[src/rtl/xm_mem_pkg.sv]
// Shared types and helpers for the data-memory load/store engine.
// Holds the FSM state encoding, byte-enable patterns and load-data formatting.
package xm_mem_pkg;

  typedef enum logic [1:0] {
    IDLE  = 2'd0,
    WAIT  = 2'd1,
    DONE  = 2'd2,
    ERROR = 2'd3
  } mem_state_t;

  localparam logic [1:0] BE_LO   = 2'b01;
  localparam logic [1:0] BE_HI   = 2'b10;
  localparam logic [1:0] BE_WORD = 2'b11;

  // Wide enough for the largest supported TIMEOUT (255).
  localparam int CNT_W = 8;

  // Little-endian byte select with zero extension; word loads pass through.
  function automatic logic [15:0] fmt_load(input logic [15:0] rdata,
                                           input logic        byte_mode,
                                           input logic        a0);
    logic [15:0] res;
    if (byte_mode) begin
      if (a0) begin
        res = {8'h00, rdata[15:8]};
      end else begin
        res = {8'h00, rdata[7:0]};
      end
    end else begin
      res = rdata;
    end
    return res;
  endfunction

endpackage

[src/rtl/mem_wait_timer.sv]
// Bus-wait counter: cleared while idle, advanced per unacknowledged wait cycle,
// with a terminal-count flag at TIMEOUT-1.
module mem_wait_timer
  import xm_mem_pkg::*;
#(
  parameter int TIMEOUT = 15
) (
  input  logic clk,
  input  logic rst,
  input  logic clr,
  input  logic en,
  output logic tc
);

  localparam logic [CNT_W-1:0] TC_VAL = CNT_W'(TIMEOUT - 1);

  logic [CNT_W-1:0] cnt_r;

  // Wait-cycle counter with clear priority over enable.
  always_ff @(posedge clk) begin
    if (rst) begin
      cnt_r <= {CNT_W{1'b0}};
    end else if (clr) begin
      cnt_r <= {CNT_W{1'b0}};
    end else if (en) begin
      cnt_r <= cnt_r + CNT_W'(1);
    end
  end

  assign tc = (cnt_r == TC_VAL);

endmodule

[src/rtl/mem_access_controller.sv]
// Multi-cycle load/store engine driving a registered req/ack data-memory bus.
// All outputs are registered; bus_ack/bus_rdata only reach outputs through flops.
module mem_access_controller
  import xm_mem_pkg::*;
#(
  parameter int WORD_SIZE = 16,
  parameter int ADDR_SIZE = 16,
  parameter int TIMEOUT   = 15
) (
  input  logic                 clk,
  input  logic                 rst,
  input  logic                 req,
  input  logic                 we,
  input  logic                 byte_mode,
  input  logic [ADDR_SIZE-1:0] addr,
  input  logic [WORD_SIZE-1:0] wdata,
  output logic                 busy,
  output logic                 done,
  output logic                 err,
  output logic [WORD_SIZE-1:0] rdata_out,
  output logic [ADDR_SIZE-1:0] bus_addr,
  output logic [WORD_SIZE-1:0] bus_wdata,
  output logic [1:0]           bus_be,
  output logic                 bus_rd,
  output logic                 bus_wr,
  input  logic [WORD_SIZE-1:0] bus_rdata,
  input  logic                 bus_ack
);

  mem_state_t           state_r, next_state_s;
  logic                 we_r, byte_r, a0_r;
  logic                 busy_r, done_r, err_r, bus_rd_r, bus_wr_r;
  logic [WORD_SIZE-1:0] rdata_r, bus_wdata_r;
  logic [ADDR_SIZE-1:0] bus_addr_r;
  logic [1:0]           bus_be_r;
  logic                 misaligned_s, start_s, req_we_s;
  logic                 timer_clr_s, timer_en_s, tc_s;

  mem_wait_timer #(.TIMEOUT(TIMEOUT)) u_timer (
    .clk (clk),
    .rst (rst),
    .clr (timer_clr_s),
    .en  (timer_en_s),
    .tc  (tc_s)
  );

  // Next-state and timer control; ack wins over terminal count.
  always_comb begin
    next_state_s = state_r;
    timer_clr_s  = 1'b0;
    timer_en_s   = 1'b0;
    misaligned_s = !byte_mode && addr[0];
    case (state_r)
      IDLE: begin
        timer_clr_s = 1'b1;
        if (req) begin
          if (misaligned_s) begin
            next_state_s = ERROR;
          end else begin
            next_state_s = WAIT;
          end
        end else begin
          next_state_s = IDLE;
        end
      end
      WAIT: begin
        if (bus_ack) begin
          next_state_s = DONE;
        end else if (tc_s) begin
          next_state_s = ERROR;
        end else begin
          next_state_s = WAIT;
          timer_en_s   = 1'b1;
        end
      end
      DONE:    next_state_s = IDLE;
      ERROR:   next_state_s = IDLE;
      default: next_state_s = IDLE;
    endcase
  end

  assign start_s  = (state_r == IDLE) && (next_state_s == WAIT);
  assign req_we_s = start_s ? we : we_r;

  // State, request latch and registered bus/status outputs.
  always_ff @(posedge clk) begin
    if (rst) begin
      state_r     <= IDLE;
      we_r        <= 1'b0;
      byte_r      <= 1'b0;
      a0_r        <= 1'b0;
      busy_r      <= 1'b0;
      done_r      <= 1'b0;
      err_r       <= 1'b0;
      bus_rd_r    <= 1'b0;
      bus_wr_r    <= 1'b0;
      bus_addr_r  <= {ADDR_SIZE{1'b0}};
      bus_wdata_r <= {WORD_SIZE{1'b0}};
      bus_be_r    <= 2'b00;
      rdata_r     <= {WORD_SIZE{1'b0}};
    end else begin
      state_r  <= next_state_s;
      busy_r   <= (next_state_s != IDLE);
      done_r   <= (next_state_s == DONE);
      err_r    <= (next_state_s == ERROR);
      bus_rd_r <= (next_state_s == WAIT) && !req_we_s;
      bus_wr_r <= (next_state_s == WAIT) && req_we_s;
      if ((state_r == IDLE) && req) begin
        we_r   <= we;
        byte_r <= byte_mode;
        a0_r   <= addr[0];
      end
      if (start_s) begin
        bus_addr_r  <= {addr[ADDR_SIZE-1:1], 1'b0};
        bus_wdata_r <= byte_mode ? {wdata[7:0], wdata[7:0]} : wdata;
        bus_be_r    <= byte_mode ? (addr[0] ? BE_HI : BE_LO) : BE_WORD;
      end
      // Stores and failed accesses leave the last load value in place.
      if ((state_r == WAIT) && bus_ack && !we_r) begin
        rdata_r <= fmt_load(bus_rdata, byte_r, a0_r);
      end
    end
  end

  assign busy      = busy_r;
  assign done      = done_r;
  assign err       = err_r;
  assign bus_rd    = bus_rd_r;
  assign bus_wr    = bus_wr_r;
  assign bus_addr  = bus_addr_r;
  assign bus_wdata = bus_wdata_r;
  assign bus_be    = bus_be_r;
  assign rdata_out = rdata_r;

endmodule

[config.mk]
export PLATFORM = sky130hd
export DESIGN_NAME = mem_access_controller
export DESIGN_NICKNAME = d
export VERILOG_FILES = /design/src/rtl/xm_mem_pkg.sv /design/src/rtl/mem_wait_timer.sv /design/src/rtl/mem_access_controller.sv
export SDC_FILE = /design/constraint.sdc
export NUM_CORES = 1
export LEC_CHECK = 0
export CAP_MARGIN = 20
export CORE_ASPECT_RATIO = 0.8
export CORE_MARGIN = 2
export CORE_UTILIZATION = 45
export DETAILED_ROUTE_END_ITERATION = 12
export PLACE_DENSITY = 0.83
export SLEW_MARGIN = 10
export SYNTH_ARGS = -nofsm -noshare
export SYNTH_HDL_FRONTEND = slang
export SYNTH_SLANG_ARGS = --single-unit
[constraint.sdc]
create_clock -name clk -period 2.4 [get_ports clk]
set_input_delay 0.72 -clock clk [delete_from_list [all_inputs] [get_ports clk]]
set_output_delay 0.72 -clock clk [all_outputs]
set_load 0.01 [all_outputs]
=== Word level (Yosys, flattened, before mapping) ===
Cells that the tools add are included.

* Word-level logic and storage cells: 51
* Bits in registers: 67
* Input bits: 54

* Mux-type cells: 15
* $add $sub $neg: 1
* Reductions and logical operators: 14
* Equality and inequality tests: 7

{| class="wikitable"
|+ Operators by type and width
! kind !! count
|-
| two-way mux 16 bit || 2
|-
| two-way mux 2 bit || 6
|-
| adder 8 x 1 -> 8 bit (second input constant) || 1
|-
| == test 2 bit (second input constant) || 4
|-
| == test 8 x 4 -> 1 bit (second input constant) || 1
|-
| two-way mux 8 bit || 1
|-
| logical AND 1 bit || 7
|-
| case mux 2 bit (3 select lines) || 1
|-
| two-way mux 1 bit || 5
|-
| == test 2 x 1 -> 1 bit (second input constant) || 2
|-
| OR reduction 2 bit || 2
|-
| zero test 1 bit || 3
|-
| zero test 2 bit || 1
|-
| nonzero test 2 bit || 1
|}

=== Longest topological paths before layout ===
* Word-level depth: 10
* Gate-level depth with buffers: 7
* Mapped depth without buffers: 5

=== Cells and area by module ===
A second synthesis with hierarchy kept.

* Cell total of the unflattened synthesis: 316
* Area total of the unflattened synthesis: 2,837.7 um^2

{| class="wikitable"
|+ By module, submodules not included
! module !! cells each !! sequential area each (um^2) !! area an instance (um^2) !! times used
|-
| mem_access_controller || 274 || 1,181.1 || 2,453.6 || 1
|-
| mem_wait_timer || 42 || 160.2 || 384.1 || 1
|}

=== Worst setup path after synthesis ===
OpenSTA, ideal clock, no wires.

* Path type: input to register
* Start point: input req
* End point: register bus_wdata_r[2], in the netlist bus_wdata[2]
* Data arrival time: 1.636 ns
* Path buffers: 1
* Path slack: 0.630 ns
* Library setup time: 0.134 ns
* Stages: 5
* Cell sequence: nor3b_1 -> nand2_1 -> buf_2 -> nand2_1 -> a21oi_1

* Word-level cells in the longest chain between the ends: 4

{| class="wikitable"
|+ Ends and longest elaborated chain
! element !! line !! source
|-
| from (decl) || mem_access_controller.sv:12 || <nowiki>input logic req,</nowiki>
|-
| two-way mux 2 bit || mem_access_controller.sv:56 || <nowiki>if (req) begin</nowiki>
|-
| case mux 2 bit (3 select lines) || mem_access_controller.sv:53 || <nowiki>case (state_r)</nowiki>
|-
| == test 2 x 1 -> 1 bit || mem_access_controller.sv:82 || <nowiki>assign start_s = (state_r == IDLE) && (next_state_s == WAIT);</nowiki>
|-
| logical AND 1 bit || mem_access_controller.sv:82 ||
|-
| to (signal assigned) || mem_access_controller.sv:98 || <nowiki>bus_wdata_r <= {WORD_SIZE{1'b0}};</nowiki>
|-
| to (signal assigned) || mem_access_controller.sv:115 || <nowiki>bus_wdata_r <= byte_mode ? {wdata[7:0], wdata[7:0]} : wdata;</nowiki>
|-
| to (decl) || mem_access_controller.sv:33 || <nowiki>logic [WORD_SIZE-1:0] rdata_r, bus_wdata_r;</nowiki>
|}

Every way passes these cells.
A chain may end at the register's enable or synchronous reset.

=== Final worst setup path ===
* Start point: input req
* End point: register bus_wdata_r[15], in the netlist bus_wdata[15]

The elaborated chain is that of the path after synthesis.

==> metrics.md <==
| Metric | Value |
|---|---|
| Slew HR | 0.615 |
| Initial DRT Pass Iterations | 5 |
| Core area | 0.00591 sq mm |
| Psw | 629 uW |
| Pwr/cell area | 633 mW/mm^2 |
| Crit path time final | 2.03 ns |
| Yosys top cell area share | 0.487 |
| CTS sink count | 67 |
| H-tree levels | 3 |
| Yosys top cell by area | dfxtp_1 |
| CTS tree | built |
| Final Cycle Share | 0.844 |
| Largest family of logic cells by synthesized area | simple AND/OR/NAND/NOR gates |
| Status | finished, final reports clean |
| Sequential power share | 0.470 |
| Worst path required time | 2.66 ns |
| I/O Buffers | 107 |
| Place WS | 0.0350 ns |
| GRT Max-Usage Layer | met2 |
| Met1 Resource Use GR | 0.245 |
| Worst path max stage delay | 0.47 ns |
| Antenna Violating Nets Remaining | 0 |
| Synth area leaders | dfxtp_1, nand2_1, a21oi_1, nor2_1, a211oi_2 |
| CP Cell Sequence | clkdlybuf4s50_1, or3b_1, nor2_8, buf_4, nor2_1, a211oi_2 |
| WL final | 6820 um |
| Largest net degree at the start of global routing | 33 |
| GPL Wtd Cong | 0.841 |
| Post-CTS Resized | 0 |
| Die Ht | 74.0 um |
| Setup TNS | 0 ns |
| Final Max Slew Viols | 0 |
| IO Pins | 109 |
| R2R depth | 5 |
| CTS root buf | clkbuf_8 |
| TritonCTS Buffers | 9 |
| Part of the power in the clock network | 0.355 |
| Final Hold Viols | 0 |
| # nets final | 480 |
| Fmax | 493 MHz |
| Clock tree buffer depth | 2 |
| Critical Path Fanout Max | 15 |
| Average via count per standard cell | 5.03 |
| Starting DRT DRC Count | 112 |
| Worst path slowest cell | clkdlybuf4s50_1 |
| Final Setup Violations | 0 |
| Die area | 0.00677 sq mm |
| Row Count | 25 |
| Starting density of the core | 0.466 |
| Post-Synth Adder-Cell Area | 0.00908 |
| CP arrival | 2.28 ns |
| Post-CTS setup buffers | 0 |
| Cells on Worst Hold Path | 2 |
| Fillers | 469 |
| Max Clock Skew | 0.00740 ns |
| Mapped Area | 0.00276 sq mm |
| N_diodes | 0 |
| Worst-path clk slew | 0.06 ns |
| First-pass GRT wire length | 10900 um |
| Synth Area in Simple Gates | 0.245 |
| Lkg Pwr | 1.49 nW |
| Layout area overhead | 48.2% |
| Tot GR Track Use | 0.203 |
| Die Wd | 91.5 um |
| DRC viols | 0 |
| GR Util met2 | 0.328 |
| Share of layout cells above drive strength 1 | 0.0818 |
| CP startpoint kind | primary input |
| Post-DP HPWL | 4990 um |
| Syn nets | 375 |
| GR Util met3 | 0.100 |
| Comb pwr share | 0.175 |
| Overflow after GRT | 0 |
| Number of global-route vias before repair | 2347 |
| XOR/XNOR share of the synthesized area | 0.0191 |
| Yosys reg bits | 67 |
| Post-synthesis mux area share | 0.0327 |
| Synth warn | 0 |
| Hold/Removal Path Class | reg -> reg |
| Worst Max-Slew Pin Slew | 0.576 ns |
| Post-layout worst setup margin | 0.373 ns |
| # hold bufs at CTS | 0 |
| Crit. End Element | flop |
| Complex-gate fraction of the synthesized area | 0.153 |
| Routed wire length per instance | 13.4 um |
| Max VDD drop | 405 uV |
| Syn Inst Count | 319 |
| Pint | 1.96 mW |
| Switching share of power | 0.243 |
| Unique masters post-synth | 42 |
| Syn_area_per_cell | 8.64 sq um |
| Post-synthesis sequential area ratio | 0.487 |
| Via count | 2561 |
| Clk Latency, worst-skew pair | 0.34 ns |
| Maxcap violations | 0 |
| Commonest non-fill, non-tap cell in the layout | clkdlybuf4s50_1 |
| RSZ-0062 raised after global routing | no |
| Critical path type | in -> reg |
| Antenna violations before repair | 0 |
| Commonest non-fill, non-tap cells in the layout | clkdlybuf4s50_1, nand2_1, dfxtp_1, a21oi_1, nor2_1 |
[layer usage]
| layer | up-vias | share of wire |
|---|---|---|
| met5 | - | 0 |
| met4 | 0 | 0.0098 |
| met3 | 7 | 0.087 |
| met2 | 93 | 0.46 |
| met1 | 1166 | 0.45 |
| li1 | 1295 | - |
[cells in the mapped netlist, drive strengths merged]
cell type	n
a311oi	8
nor2	34
and4	1
a31oi	2
nor3	3
or3b	2
buf	14
and4b	1
nor3b	1
o21a	1
dfxtp	67
nor2b	2
xnor2	4
o21ai	2
and2	1
inv	3
and3b	1
nand4	2
o22ai	1
conb	1
o21bai	1
nand4bb	1
or2	1
or3	2
nand3b	9
nand3	10
a21oi	37
clkbuf	9
mux2i	9
a211oi	11
nor4	1
nand2b	1
nand2	71
and3	1
xor2	2
ha	2
[layout make-up]
class | instances | area [sq um] | area share
timing repair buffer | 117 | 1170 | 0.286
sequential | 67 | 1340 | 0.329
clock buffer | 13 | 159 | 0.0389
tap | 81 | 101 | 0.0248
clock inverter | 2 | 35.0 | 0.00858
multi-input combinational | 226 | 1270 | 0.311
inverter | 3 | 11.3 | 0.00276
[power groups by stage]
stage	Clock [mW]	Sequential, mW	Combinational [mW]
floorplan	0	1.25	0.194
global placement	0	1.24	0.444
detailed placement	0	1.24	0.452
CTS	0.948	1.22	0.454
global route	0.992	1.22	0.489
finish	0.918	1.22	0.452
[worst max-delay path: cells and delay by family]
family                 cells  cell delay (ns)
buffers and inverters      2             0.68
AND/OR/NAND/NOR            3             0.69
AO/OA/AOI/OAI              1             0.18
[sequential cells by signal, indices dropped and copies added (netlist names)]
register	count
a0_r	1
bus_addr	15
bus_be	2
bus_rd	1
bus_wdata	16
bus_wr	1
busy	1
byte_r	1
done	1
err	1
rdata_out	16
state_r	2
u_timer.cnt_r	8
we_r	1
[metrics by stage]
stage / utilization / instance area, sq um / cells / power, mW / hold WS, ns
final: 0.691 / 4080 / 509 / 2.59 / 0.450
after global routing: 0.691 / 4080 / 509 / 2.70 / 0.479
after CTS: 0.691 / 4080 / 509 / 2.62 / 0.454
after detailed placement: 0.658 / 3890 / 494 / 1.69 / 0.448
after global placement: 0.658 / 3890 / 494 / 1.68 / 0.438
after floorplan: - / 2760 / 319 / 1.45 / 0.467
[cells by family after synthesis]
group	Yosys count
and+or+nand+nor	145
DFF	67
AOI/OAI and AO/OA	63
buffers and inverters	26
muxes	9
xor gates and xnor gates	6
adders and majority gates	2
other	1
[final timing paths]
check / startpoint / to / slack, ns
setup / recovery: req / bus_wdata[15] / 0.37
hold / removal: rdata_out[8] / rdata_out[8] / 0.45
setup reg to reg: state_r[1] / bus_wdata[15] / 0.77
hold reg to reg: rdata_out[8] / rdata_out[8] / 0.45
(Power assumes the default switching activity.)
